<file path="config.mk">
export PLATFORM = sky130hd
export DESIGN_NAME = microcode_sequencer
export DESIGN_NICKNAME = d
export VERILOG_FILES = /design/src/rtl/microseq_pkg.sv /design/src/rtl/microseq_alu.sv /design/src/rtl/microcode_sequencer.sv
export SDC_FILE = /design/constraint.sdc
export NUM_CORES = 1
export LEC_CHECK = 0
export CAP_MARGIN = 20
export CORE_UTILIZATION = 30
export DETAILED_ROUTE_END_ITERATION = 7
export MAX_ROUTING_LAYER = met4
export PLACE_DENSITY = 0.55
export SLEW_MARGIN = 5
export SYNTH_ARGS = -nofsm -noshare
export SYNTH_HDL_FRONTEND = slang
export SYNTH_SLANG_ARGS = --single-unit
</file>
<file path="constraint.sdc">
create_clock -name clock -period 4.4 [get_ports clock]
set_input_delay 1.1 -clock clock [delete_from_list [all_inputs] [get_ports clock]]
set_output_delay 1.1 -clock clock [all_outputs]
set_load 0.01 [all_outputs]
</file>
<file path="src/rtl/microseq_pkg.sv">
// Shared definitions for the microcode sequencer: microinstruction layout,
// ALU opcode and FSM state encodings, and the instruction decode helper.
package microseq_pkg;

    localparam int unsigned INSTR_W   = 19;
    localparam int unsigned REG_IDX_W = 2;
    localparam int unsigned NUM_REGS  = 4;
    localparam int unsigned IMM_W     = 8;

    // Microinstruction field positions
    localparam int unsigned OP_MSB      = 18;
    localparam int unsigned OP_LSB      = 16;
    localparam int unsigned DST_MSB     = 15;
    localparam int unsigned DST_LSB     = 14;
    localparam int unsigned SRCA_MSB    = 13;
    localparam int unsigned SRCA_LSB    = 12;
    localparam int unsigned SRCB_MSB    = 11;
    localparam int unsigned SRCB_LSB    = 10;
    localparam int unsigned IMM_SEL_BIT = 9;
    localparam int unsigned IMM_MSB     = 8;
    localparam int unsigned IMM_LSB     = 1;
    localparam int unsigned HALT_BIT    = 0;

    typedef enum logic [2:0] {
        OP_AND = 3'b000,
        OP_OR  = 3'b001,
        OP_XOR = 3'b010,
        OP_NOT = 3'b011,
        OP_ADD = 3'b100,
        OP_ADC = 3'b101,
        OP_MOV = 3'b110,
        OP_NOP = 3'b111
    } op_e;

    typedef enum logic [2:0] {
        ST_IDLE  = 3'd0,
        ST_FETCH = 3'd1,
        ST_EXEC  = 3'd2,
        ST_WB    = 3'd3,
        ST_DONE  = 3'd4
    } state_e;

    typedef struct packed {
        op_e                  op;
        logic [REG_IDX_W-1:0] dst;
        logic [REG_IDX_W-1:0] src_a;
        logic [REG_IDX_W-1:0] src_b;
        logic                 imm_sel;
        logic [IMM_W-1:0]     imm;
        logic                 halt;
    } instr_t;

    // Split a raw ROM word into its named fields
    function automatic instr_t decode_instr(input logic [INSTR_W-1:0] w);
        instr_t d;
        d.op      = op_e'(w[OP_MSB:OP_LSB]);
        d.dst     = w[DST_MSB:DST_LSB];
        d.src_a   = w[SRCA_MSB:SRCA_LSB];
        d.src_b   = w[SRCB_MSB:SRCB_LSB];
        d.imm_sel = w[IMM_SEL_BIT];
        d.imm     = w[IMM_MSB:IMM_LSB];
        d.halt    = w[HALT_BIT];
        return d;
    endfunction

endpackage

</file>
<file path="src/rtl/microseq_alu.sv">
// Combinational ALU for the microcode sequencer.
// Ports: op (operation), a/b (operands) -> y (result, adds wrap modulo 2^DATA_W).
module microseq_alu
    import microseq_pkg::*;
#(
    parameter int unsigned DATA_W = 8
) (
    input  op_e               op,
    input  logic [DATA_W-1:0] a,
    input  logic [DATA_W-1:0] b,
    output logic [DATA_W-1:0] y
);

    always_comb begin
        y = '0;
        case (op)
            OP_AND:  y = a & b;
            OP_OR:   y = a | b;
            OP_XOR:  y = a ^ b;
            OP_NOT:  y = ~a;
            OP_ADD:  y = a + b;
            OP_ADC:  y = a + b + DATA_W'(1);
            OP_MOV:  y = b;
            default: y = '0;
        endcase
    end

endmodule

</file>
<file path="src/rtl/microcode_sequencer.sv">
// Microcode sequencer: fetches 19-bit microinstructions from an external ROM,
// executes them on a 4-entry register file, 3 cycles per instruction
// (FETCH, EXEC, WB), until a halt bit or the last ROM address.
// Ports: clock, reset (sync, active high), start (run from address 0),
//        busy (not idle), done (one-cycle end pulse), rom_addr (= PC),
//        rom_data (ROM word), dbg_sel/dbg_data (combinational register read),
//        result (last value produced for write-back).
// Build option: define ZERO_FLAG_EN to add output zero, set in WB to
//        (result == 0) on writing ops and held on NOP.
module microcode_sequencer
    import microseq_pkg::*;
#(
    parameter int unsigned ADDR_W = 6,
    parameter int unsigned DATA_W = 8
) (
    input  logic                 clock,
    input  logic                 reset,
    input  logic                 start,
    output logic                 busy,
    output logic                 done,
    output logic [ADDR_W-1:0]    rom_addr,
    input  logic [INSTR_W-1:0]   rom_data,
    input  logic [REG_IDX_W-1:0] dbg_sel,
    output logic [DATA_W-1:0]    dbg_data,
    output logic [DATA_W-1:0]    result
`ifdef ZERO_FLAG_EN
    ,
    output logic                 zero
`endif
);

    localparam logic [ADDR_W-1:0] PC_LAST = '1;

    state_e            state_q, state_d;
    logic [ADDR_W-1:0] pc_q, pc_d;
    instr_t            ir_q, ir_d;
    logic [DATA_W-1:0] result_q, result_d;
    logic [DATA_W-1:0] regs_q [NUM_REGS];
    logic [DATA_W-1:0] regs_d [NUM_REGS];
    logic              busy_q, busy_d;
    logic              done_q, done_d;
`ifdef ZERO_FLAG_EN
    logic              zero_q, zero_d;
`endif

    logic [DATA_W-1:0] op_a, op_b, alu_y;

    // Operand selection from the latched instruction
    assign op_a = regs_q[ir_q.src_a];
    assign op_b = ir_q.imm_sel ? DATA_W'(ir_q.imm) : regs_q[ir_q.src_b];

    microseq_alu #(.DATA_W(DATA_W)) u_alu (
        .op (ir_q.op),
        .a  (op_a),
        .b  (op_b),
        .y  (alu_y)
    );

    // State registers
    always_ff @(posedge clock) begin
        if (reset) begin
            state_q  <= ST_IDLE;
            pc_q     <= '0;
            ir_q     <= '0;
            result_q <= '0;
            regs_q   <= '{default: '0};
            busy_q   <= 1'b0;
            done_q   <= 1'b0;
`ifdef ZERO_FLAG_EN
            zero_q   <= 1'b0;
`endif
        end else begin
            state_q  <= state_d;
            pc_q     <= pc_d;
            ir_q     <= ir_d;
            result_q <= result_d;
            regs_q   <= regs_d;
            busy_q   <= busy_d;
            done_q   <= done_d;
`ifdef ZERO_FLAG_EN
            zero_q   <= zero_d;
`endif
        end
    end

    // Next-state and datapath update
    always_comb begin
        state_d  = state_q;
        pc_d     = pc_q;
        ir_d     = ir_q;
        result_d = result_q;
        regs_d   = regs_q;
`ifdef ZERO_FLAG_EN
        zero_d   = zero_q;
`endif
        case (state_q)
            ST_IDLE: begin
                if (start) begin
                    pc_d    = '0;
                    state_d = ST_FETCH;
                end
            end
            ST_FETCH: begin
                ir_d    = decode_instr(rom_data);
                state_d = ST_EXEC;
            end
            ST_EXEC: begin
                // NOP leaves result holding the last written-back value
                if (ir_q.op != OP_NOP) begin
                    result_d = alu_y;
                end
                state_d = ST_WB;
            end
            ST_WB: begin
                if (ir_q.op != OP_NOP) begin
                    regs_d[ir_q.dst] = result_q;
`ifdef ZERO_FLAG_EN
                    zero_d = (result_q == '0);
`endif
                end
                // Stop at the last address rather than wrapping the PC
                if (ir_q.halt || (pc_q == PC_LAST)) begin
                    state_d = ST_DONE;
                end else begin
                    pc_d    = pc_q + ADDR_W'(1);
                    state_d = ST_FETCH;
                end
            end
            ST_DONE: begin
                state_d = ST_IDLE;
            end
            default: begin
                state_d = ST_IDLE;
            end
        endcase
    end

    // Status flags registered alongside the state they describe
    assign busy_d = (state_d != ST_IDLE);
    assign done_d = (state_d == ST_DONE);

    assign busy     = busy_q;
    assign done     = done_q;
    assign rom_addr = pc_q;
    assign result   = result_q;
    assign dbg_data = regs_q[dbg_sel];
`ifdef ZERO_FLAG_EN
    assign zero     = zero_q;
`endif

endmodule

</file>
# Yosys cells after proc, flatten, opt, wreduce, memory -nomap -nowiden
# Index checks and enable logic that the tools add are counted.
[word_totals]
regBits = 70
word_cells = 75
in_bits = 24
out_inout_bits = 24
[classes]
order_cmp = 5
n_reduce_logical = 9
addsub = 3
muxes = 20
eq_ne = 14
bitwise = 8
[ops]
columns = ["cell", "n"]
rows = [
  ["8-bit 2-to-1 mux", 8],
  ["8-bit case mux with 7 select lines", 1],
  ["8-bit binary-select mux with 2-bit select", 3],
  ["32-bit bitwise mux", 1],
  ["8-bit demux with 2-bit select", 1],
  ["3-bit by 2-bit == test with 1-bit output (second input constant)", 4],
  ["3-bit == test (second input constant)", 4],
  ["3-bit greater-or-equal comparator (second input constant)", 4],
  ["6-bit 2-to-1 mux", 2],
  ["2-bit NOT with 3-bit output", 4],
  ["3-bit case mux with 4 select lines", 1],
  ["6-bit case mux with 2 select lines", 1],
  ["8-bit by 1-bit adder with 8-bit output (second input constant)", 1],
  ["8-bit adder", 1],
  ["8-bit AND", 1],
  ["8-bit NOT", 1],
  ["8-bit bitwise OR", 1],
  ["8-bit XOR", 1],
  ["6-bit by 1-bit adder with 6-bit output (second input constant)", 1],
  ["3-bit by 1-bit == test with 1-bit output (second input constant)", 2],
  ["6-bit == test (second input constant)", 1],
  ["3-bit logical NOT", 2],
  ["3-bit 2-to-1 mux", 2],
  ["2-bit != test (second input constant)", 2],
  ["8 further kinds", 9],
]

# Longest topological paths before layout
# Gate-level depths: netlist of run 1.
[depth]
ltp_word = 8
mapped_depth = 12
ltp_nobuf = 10

# Cells and area by module
# From an unflattened synthesis of run 1, not the netlist that was laid out.
[unflattened]
cells_unflattened = 472
area_unflattened_um2 = 4460.5
[modules_own_cells]
columns = ["mod", "cells_per_inst", "seq_area_each_um2", "n_inst", "area_per_inst_um2"]
rows = [
  ["microcode_sequencer", 315, 1401.3, 1, 3350.7],
  ["microseq_alu", 157, 0.0, 1, 1109.8],
]

# Least setup slack after synthesis of run 1
# OpenSTA, ideal clock, no wires.
[synth_path]
kind = "register to register"
start = "reg ir_q[10] (netlist name)"
end = "reg result_q[6], in the netlist result[6]"
t_required_ps = 4267
stages_incl_launch_ff = 12
setup_time_ps = 133
slack_ps = 1110
synth_period_minus_slack_ps = 3290
arrival_ps = 3157
n_path_buf = 1
cell_sequence = "dfxtp_1 buf_6 mux4_2 mux2_2 ha_1 fa_1 a211o_1 and3_4 or2_1 o41a_1 o21ai_2 a211oi_2"
[synth_via]
elab_chain_len = 8
word_cells_on_any_way = 11
cone_classes = "add/sub (2); mux (5); bitwise (4)"
[synth_rtl]
columns = ["item", "line_no", "text"]
rows = [
  ["from (decl)", "microcode_sequencer.sv:36", "instr_t ir_q, ir_d;"],
  ["from (signal assigned)", "microcode_sequencer.sv:75", "ir_q <= ir_d;"],
  ["2-bit NOT with 3-bit output (not written as such) *", "microcode_sequencer.sv:50", "assign op_b = ir_q.imm_sel ? DATA_W'(ir_q.imm) : regs_q[ir_q.src_b];"],
  ["8-bit binary-select mux with 2-bit select *", "microcode_sequencer.sv:50", ""],
  ["8-bit 2-to-1 mux (not written as such) * (2 in a row)", "microcode_sequencer.sv:50", ""],
  ["8-bit 2-to-1 mux *", "microcode_sequencer.sv:50", ""],
  ["8-bit adder", "microseq_alu.sv:21, microseq_alu.sv:22", ""],
  ["8-bit by 1-bit adder with 8-bit output", "microseq_alu.sv:22", "OP_ADC: y = a + b + DATA_W'(1);"],
  ["8-bit case mux with 7 select lines *", "microseq_alu.sv:16", "case (op)"],
  ["to (signal assigned)", "microcode_sequencer.sv:76", "result_q <= result_d;"],
  ["to (decl)", "microcode_sequencer.sv:37", "logic [DATA_W-1:0] result_q, result_d;"],
]
# Mark *: on every way between the ends. The rest lies on a longest branch, timed or not. The select of a mux whose other input is x is not followed.
# A chain may end at the register's enable or synchronous reset.

# Worst setup path after layout of run 1
[layout_path]
start = "in dbg_sel[0]"
end = "out dbg_data[2]"
[layout_via]
elab_chain_len = 4
[layout_rtl]
columns = ["item", "line_no", "text"]
rows = [
  ["from (decl)", "microcode_sequencer.sv:23", "input logic [REG_IDX_W-1:0] dbg_sel,"],
  ["2-bit NOT with 3-bit output (not written as such)", "microcode_sequencer.sv:146", "assign dbg_data = regs_q[dbg_sel];"],
  ["8-bit binary-select mux with 2-bit select", "microcode_sequencer.sv:146", ""],
  ["8-bit 2-to-1 mux (not written as such) (2 in a row)", "microcode_sequencer.sv:146", ""],
  ["to (decl)", "microcode_sequencer.sv:24", "output logic [DATA_W-1:0] dbg_data,"],
]
# Every way passes these cells. The select of a mux whose other input is x is not followed.

==> results of run 1 <==
==> critical path, cell delays in order <==
cell and delay (ns):
clkdlybuf4s50_1 0.45, buf_4 0.21, mux4_2 0.54, clkdlybuf4s50_1 0.49
==> routing by layer <==
layer  vias up  share of wire, %  GRT usage (%)
li1       1742                 -              -
met2        51                49           26.3
met1      1754                47           20.8
met5         -                 0              -
met4         0               2.1           6.87
met3        15               2.5           2.30
==> synthesized netlist by cell type, drive strengths merged (3+ instances only) <==
cell type  number  share of area, %
and3            4              0.70
mux2i          47                11
clkbuf         15               1.3
nand2b          3              0.44
mux4           24                13
nor2           56               4.9
ha             18               5.3
a211oi          5              0.99
nand3b          4              0.70
xor2            7               1.4
nand2          51               4.5
a21oi          33               3.9
inv            24               2.1
nor3b           4              0.70
o22ai          10               1.5
a2111oi         3              0.61
a221oi          3              0.61
o22a            3              0.61
nor3           12               1.5
o21ai           6              0.79
nand4           4              0.58
xnor2           4              0.82
nor2b           4              0.58
buf            13               1.5
nand3           5              0.58
mux2            5               1.3
or2             5              0.73
dfxtp          70                33
==> power by group through the flow <==
stage                     Sequential, W  Combinational, W  Clock [W]
final                          0.000750          0.000312   0.000747
after global routing           0.000758          0.000341   0.000794
after CTS                      0.000750          0.000315   0.000762
after detailed placement       0.000763          0.000314          0
after global placement         0.000761          0.000308          0
after floorplan                0.000724          0.000224          0
==> final timing paths <==
| path | from | endpoint | depth (start not counted) |
|---|---|---|---|
| min reg2reg | ir_q[4]$_SDFFE_PP0P_ | ir_q[4]$_SDFFE_PP0P_ | 2 |
| max | dbg_sel[0] | dbg_data[2] | 4 |
| min | ir_q[4]$_SDFFE_PP0P_ | ir_q[4]$_SDFFE_PP0P_ | 2 |
| max reg2reg | ir_q[10]$_SDFFE_PP0P_ | result[3]$_SDFFE_PP0P_ | 11 |
==> sequential cells by signal, summed over array words and instances (netlist names) <==
| name | count |
|---|---|
| result | 8 |
| busy | 1 |
| done | 1 |
| state_q | 3 |
| regs_q | 32 |
| rom_addr | 6 |
| ir_q | 19 |
==> area by class of cell <==
class / count / area [um2]
clock buffers: 12 / 256
clock inverters: 4 / 53.8
fillers: 1420 / 8660
inverters: 24 / 90.1
multi-input cells: 342 / 2670
flip-flops and latches: 70 / 1400
well taps: 180 / 225
repair buffers: 55 / 526
==> logic make-up (layout without fill, tap and decap cells) <==
logic type / Yosys count / count (layout)
AOI/OAI and AO/OA: 78 / 78
muxes: 76 / 76
DFF: 70 / 70
and+or+nand+nor: 158 / 158
xor gates and xnor gates: 11 / 11
buffers and inverters: 52 / 95
adders and majority gates: 19 / 19
==> metrics by stage <==
step	worst slack [ns]	total power, W	instances
after detailed placement	0.495	0.00108	671
after global placement	0.519	0.00107	671
after global routing	0.452	0.00189	687
after floorplan	1.11	0.000947	464
after CTS	0.502	0.00183	687
final	0.509	0.00181	687
==> impl_results.md, run 1 <==
- Sequential share of the synthesized area: 32.7%
- I/O Buffers: between 40 and 50
- Vias in the first global route: ~3,500
- MaxCap Viol Count: 0
- DRC: 0
- Drt wl/cell: 16.4 um
- Mux share of post-synthesis cell area: 25.0%
- Unrepaired setup endpoints after global routing: no
- Initial antenna violation count: 0
- Clk network pwr share: approximately two fifths
- Status: finished, final reports clean
- Grt ovf: 0
- Top_reg_cell synth: dfxtp_1
- Slew Limit Headroom: 44.0%
- Switch share: between 20% and 30%
- Largest net degree at the start of global routing: 46
- Ys Warns: 0
- Final core utilization: ~38%
- Seq cells post-synth: 70
- Number of antenna diodes: 0
- Commonest non-fill, non-tap cell in the layout: dfxtp_1
- Placeable Area: 13,900 um2
- Leak: 2.00 nW
- # hold bufs at CTS: 0
- Most frequent cells in the layout: 70 x dfxtp_1, 56 x nor2_1, 51 x nand2_1
- Maximum buffer depth of the clock tree: 2
- Cells after synthesis: 464
- Clock buffer count from CTS: 9
- Die area: around 15,000 um2
- CP endpoint kind: output pin
- Boundary Pins: 48
- Vias per inst: a little over 5
- Clock Sinks: 70
- # resized after CTS: 0
- Simple-gate share of the synthesized area: 17.3%
- Share of post-route cells with drive strength above 1: 12.2%
- H-tree levels: 3
- Via count: 3,562
- Smallest hold slack: roughly 0.46 ns
- Synth unique cells: 60
- Design Area, Final: ~5200 um2
- Setup clock skew after layout: 0.00657 ns
- Power Density: 346 nW/um2
- Site Rows: 43
- CTS root buf: clkbuf_16
- Final nets: 545
- Die Y: 121 um
- RePlAce Congestion: 0.849
- Max Fclk: 0.257 GHz
- TritonCTS clock tree: done
- Sequential Power Share: 41.5%
- Final hold vios: 0
- Synthesized area: 4280 um2
- Tmin final: 3.89 ns
- HPWL Detailed: 8240 um
- Mean area per synthesized cell: 9.23 um2
- Initial Utilization: 30.8%
- Post-detailed-route count of antenna-violating nets: 0
- Compound-cell area share of the yosys netlist: 12.0%
- Setup CP Type: primary input to output pin
- Period utilization: around nine tenths
- Combinational Power Share: about 17%
- Register-to-register setup slack: 0.83 ns
- Post-synth ARST share: 0%
- Max-slew violation count: 0
- Peak VDD IR: 0.221 mV
- Setup Viol. Count Final: 0
- Worst-path clk slew: 0.05 ns
- Crit start category: primary input
- Mapped Nets: 507
- EDFF count, synth: 0
- Clock Latency Late Sink: between 0.3 and 0.4 ns
- Setup TNS: 0 ns
- Tightest Pin Transition: 0.840 ns
- Dpl cell area: just under 5000 um2
- Crit path DAT: 2.79 ns
- Class of the worst hold path: flip-flop to flip-flop
- First-pass GRT wire length: 18,200 um
- CP Max Fanout: 8
- Psw: 0.000515 W
- GRT Total Usage: 16.4%
- Die width: around 120 um
- Adder-cell share of the synthesized area: approximately 5.7%
- Xor/xnor share of the synthesized area: 2.25%
- P_int: 0.00129 W
- Largest family of logic cells by synthesized area: multiplexers
- Synth-to-Final Area Change: 21.9%
- Setup Buffers After CTS: 0
- DR pass1 iterations: 4
- Initial DRC count: 170
- Worst EP required: 3.30 ns
- Drt total wl: about 11,000 um
Note: power is estimated with default switching activity, not from simulation.
==> run 2: changes to the inputs <==
Settings changed: CAP_MARGIN 20 to not set, CORE_UTILIZATION 30 to 57, PLACE_DENSITY 0.55 to 0.88.
==> impl_results.md, run 2 (synthesis results as in run 1) <==
- Reg-to-reg startpoint: ir_q[10]$_SDFFE_PP0P_
- Grt ovf: 0
- Site Rows: 31
- I/O Buffers: 47
- Clock buffer count from CTS: 9
- Final nets: 542
- Setup TNS: 0 ns
- Placed Cells: slightly below 600
- Initial Utilization: approximately three fifths
- Number of antenna diodes: 0
- TritonCTS clock tree: done
- CTS root buf: clkbuf_8
- Largest net degree at the start of global routing: 45
- Die width: a little under 90 um
- Power Density: 306 nW/um2
- Final hold vios: 0
- MaxCap Viol Count: 0
- Crit. Startpoint: dbg_sel[0]
- Maximum buffer depth of the clock tree: 2
- Boundary Pins: 48
- Commonest non-fill, non-tap cell in the layout: dfxtp_1
- Crit path setup slack, layout: 0.361 ns
- CP dominant cell by count: clkdlybuf4s50_1
- Class of the worst hold path: flip-flop to flip-flop
- Crit path DAT: slightly below 3 ns
- CP peak stage delay: about 0.61 ns
- Drt wl/cell: 18.4 um
- Smallest hold slack: 0.460 ns
- Via count: 3,816
- GRT Total Usage: 31.0%
- Clock Sinks: 70
- Die Y: 88.7 um
- Worst setup path end: dbg_data[3]
- Leak: 1.92 nW
- Cells along the critical path: clkdlybuf4s50_1, buf_4, mux4_2, clkdlybuf4s50_1
- # resized after CTS: 0
- Worst-path clk slew: approximately 0.07 ns
- Max-slew violation count: 0
- Die area: around 8000 um2
- # hold bufs at CTS: 0
- Placeable Area: 7250 um2
- Period utilization: 91.8%
- Max Fclk: roughly 0.25 GHz
- Setup clock skew after layout: between 0.007 and 0.008 ns
- Initial DRC count: 419
- Place WS: 0.363 ns
- Tightest Pin Transition: 0.799 ns
- DR pass1 iterations: 5
- Worst r2r path cells: 11
- Setup Viol. Count Final: 0
- Slowest cell on the critical path: clkdlybuf4s50_1
- DRC: 0
- H-tree levels: 3
- Synth-to-Final Area Change: 15.7%
- Fin cells: 603
- Setup CP Type: primary input to output pin
- Number of fill cells: between 500 and 600
- RR Endpoint: result[3]$_SDFFE_PP0P_
- Worst EP required: between 3 and 4 ns
- Crit start category: primary input
- Slew Limit Headroom: between 40% and 50%
- Post-detailed-route count of antenna-violating nets: 0
- CP Max Fanout: 5
- Share of post-route cells with drive strength above 1: 11.5%
- Unrepaired setup endpoints after global routing: no
- Tmin final: between 4 and 5 ns
- Status: finished, final reports clean
- Vias per inst: 6.33
- Drt total wl: 11,100 um
- RePlAce Congestion: 0.940
- Vias in the first global route: 3,545
- Max FFs per register: 32
- Initial antenna violation count: 0
- Most frequent cells in the layout: 70 x dfxtp_1, 56 x nor2_1, 51 x nand2_1
- Register-to-register setup slack: approximately 0.83 ns
- Area of the multi-input gates: 2670 um2
- HPWL Detailed: 7820 um
- CP endpoint kind: output pin
- Register area: 1400 um2
- Largest Register: regs_q
- Peak VDD IR: 0.258 mV
- Setup Buffers After CTS: 0
- Clock Latency Late Sink: 0.35 ns
- First-pass GRT wire length: roughly 18,000 um
==> run 2: how the worst min path moves through the flow <==
stage	startpoint	endpoint	slack, ns	depth (start not counted)
5_1_grt	ir_q[6]$_SDFFE_PP0P_	ir_q[6]$_SDFFE_PP0P_	0.49	2
6_report	ir_q[1]$_SDFFE_PP0P_	ir_q[1]$_SDFFE_PP0P_	0.46	2
4_1_cts	ir_q[1]$_SDFFE_PP0P_	ir_q[1]$_SDFFE_PP0P_	0.46	2
3_5_place_dp	ir_q[1]$_SDFFE_PP0P_	ir_q[1]$_SDFFE_PP0P_	0.45	2
2_1_floorplan	ir_q[1]$_SDFFE_PP0P_	ir_q[1]$_SDFFE_PP0P_	0.43	2
3_3_place_gp	ir_q[2]$_SDFFE_PP0P_	ir_q[2]$_SDFFE_PP0P_	0.45	2
==> run 2: through the flow <==
stage	utilization, %	total power, W	instance area, um2
5_1_grt	68.3	0.00158	4950
4_1_cts	68.3	0.00151	4950
6_report	68.3	0.00151	4950
2_1_floorplan	-	0.000947	4280
3_5_place_dp	66.0	0.00106	4790
3_3_place_gp	66.0	0.00105	4790
==> run 2: worst max-delay path: cells and delay by family <==
family	cells	cell delay, ns
buffers and inverters	3	1.33
muxes	1	0.51
==> run 2: cell type report <==
class	instances	area share, %
Inverter	24	1.82
Clock inverter	4	0.455
Sequential cell	70	28.3
Multi-Input combinational cell	342	53.9
Clock buffer	12	2.93
Timing Repair Buffer	52	10.2
Tap cell	99	2.50
==> run 2: power breakdown <==
part	switching [W]	leakage, nW	internal (W)
Sequential	0.0000850	0.567	0.000675
Combinational	0.000154	1.27	0.000141
Clock	0.000241	0.0861	0.000218
Total	0.000481	1.92	0.00103
==> run 2: metal layers <==
layer	vias to the layer above	share of wire, %	track usage, %
met4	0	2.9	12.0
met2	197	49	49.4
met3	33	7.2	6.44
li1	1739	-	-
met1	1847	41	38.9
met5	-	0	-
==> run 3: changes to the inputs <==
Settings changed: CORE_UTILIZATION 57 to 61, DONT_BUFFER_PORTS set to 1, PLACE_DENSITY 0.88 to 0.84.
==> impl_results.md, run 3 (synthesis results as in run 1) <==
- Status: finished, final reports clean
- Setup CP Type: flip-flop to flip-flop
- Reg-to-reg startpoint: ir_q[10]$_SDFFE_PP0P_
- Die Y: ~86 um
- Number of fill cells: 511
- Max-slew violation count: 0
- Clock Latency Late Sink: 0.36 ns
- GRT Total Usage: 30.9%
- Number of antenna diodes: 0
- CP Max Fanout: 8
- # hold bufs at CTS: 0
- Setup TNS: 0 ns
- Post-detailed-route count of antenna-violating nets: 0
- Worst-path clk slew: 0.07 ns
- Clock buffer count from CTS: 9
- DR pass1 iterations: 5
- Unrepaired setup endpoints after global routing: no
- DRC: 0
- Via count: 3,628
- Register area: 1400 um2
- Max Fclk: 0.283 GHz
- Period utilization: 80.3%
- Setup Viol. Count Final: 0
- Setup Buffers After CTS: 0
- H-tree levels: 3
- Register-to-register setup slack: a little under 0.9 ns
- Crit. Startpoint: ir_q[10]$_SDFFE_PP0P_
- Peak VDD IR: 0.341 mV
- Site Rows: 30
- Largest net degree at the start of global routing: 68
- Final nets: 493
- Crit path DAT: 3.76 ns
- Drt wl/cell: between 15 and 20 um
- Synth-to-Final Area Change: 6.43%
- Tightest Pin Transition: around 0.87 ns
- Maximum buffer depth of the clock tree: 2
- Vias per inst: roughly 6.6
- Boundary Pins: 48
- # resized after CTS: 0
- Largest Register: regs_q
- Die area: around 7400 um2
- Most frequent cells in the layout: 70 x dfxtp_1, 56 x nor2_1, 51 x nand2_1
- CTS root buf: clkbuf_8
- CP endpoint kind: flip-flop
- Grt ovf: 0
- Commonest non-fill, non-tap cell in the layout: dfxtp_1
- TritonCTS clock tree: done
- Final hold vios: 0
- Fin cells: 551
- Tmin final: 3.53 ns
- Hold wc startpoint: ir_q[6]$_SDFFE_PP0P_
- Class of the worst hold path: flip-flop to flip-flop
- Initial DRC count: roughly 320
- Leak: 1.78 nW
- I/O Buffers: 0
- Placeable Area: 6790 um2
- Die width: between 80 and 90 um
- Max FFs per register: 32
- Share of post-route cells with drive strength above 1: 12.5%
- Placed Cells: 535
- Worst EP required: around 4.6 ns
- Setup clock skew after layout: 0.0136 ns
- Vias in the first global route: roughly 3,400
- Clock Sinks: 70
- Initial Utilization: about 63%
- First-pass GRT wire length: 16,900 um
- Drt total wl: between 10,000 and 15,000 um
- RePlAce Congestion: ~0.91
- Crit start category: flip-flop
- Area of the multi-input gates: between 2000 and 3000 um2
- Initial antenna violation count: 0
- HPWL Detailed: 7560 um
- Power Density: 363 nW/um2
- MaxCap Viol Count: 0
- Slew Limit Headroom: between 40% and 50%
==> run 3: worst paths after layout <==
kind                                                to  cells after the start
worst min register to register    ir_q[6]$_SDFFE_PP0P_                      2
worst max-delay path            result[6]$_SDFFE_PP0P_                     11
worst min-delay path              ir_q[6]$_SDFFE_PP0P_                      2
worst max register to register  result[6]$_SDFFE_PP0P_                     11
==> run 3: power breakdown <==
group	switching (W)	internal (W)
logic	0.000125	0.0000984
registers	0.0000957	0.000675
clock network	0.000253	0.000409
total	0.000474	0.00118
==> run 3: through the flow <==
stage / hold slack [ns] / power (W) / setup WS, ns / cell area (um2) / util (%)
after floorplan: 0.433 / 0.000947 / 1.11 / 4280 / -
after global placement: 0.440 / 0.000989 / 0.946 / 4300 / 63.3
after detailed placement: 0.445 / 0.000997 / 0.897 / 4300 / 63.3
after CTS: 0.456 / 0.00165 / 0.887 / 4560 / 67.1
after global routing: 0.476 / 0.00171 / 0.738 / 4560 / 67.1
final: 0.456 / 0.00166 / 0.867 / 4560 / 67.1
==> run 3: final cells by class <==
type / count / share of cell area [%]
multi-input combinational: 342 / 58.5
clock inverter: 5 / 2.28
sequential: 70 / 30.8
tap: 96 / 2.64
timing repair buffer: 3 / 0.494
clock buffer: 11 / 3.32
inverter: 24 / 1.98
==> run 3: metal layers <==
metal  wire length [um]  share of wire [%]  global-route usage, %
met5                  0                  0                      -
met4                342                3.2                   13.5
met3                828                7.7                   4.43
met2               5140                 48                   48.9
met1               4420                 41                   39.8
==> run 3: critical path, stage by stage (launching register included) <==
cell and delay (ns):
dfxtp_1 0.36, buf_4 0.20, mux4_2 0.50, mux2_2 0.30, ha_1 0.25, fa_1 0.42, a211o_1 0.31, and3_4 0.19
or2_1 0.25, o41a_1 0.42, o21ai_2 0.13, a211oi_2 0.08
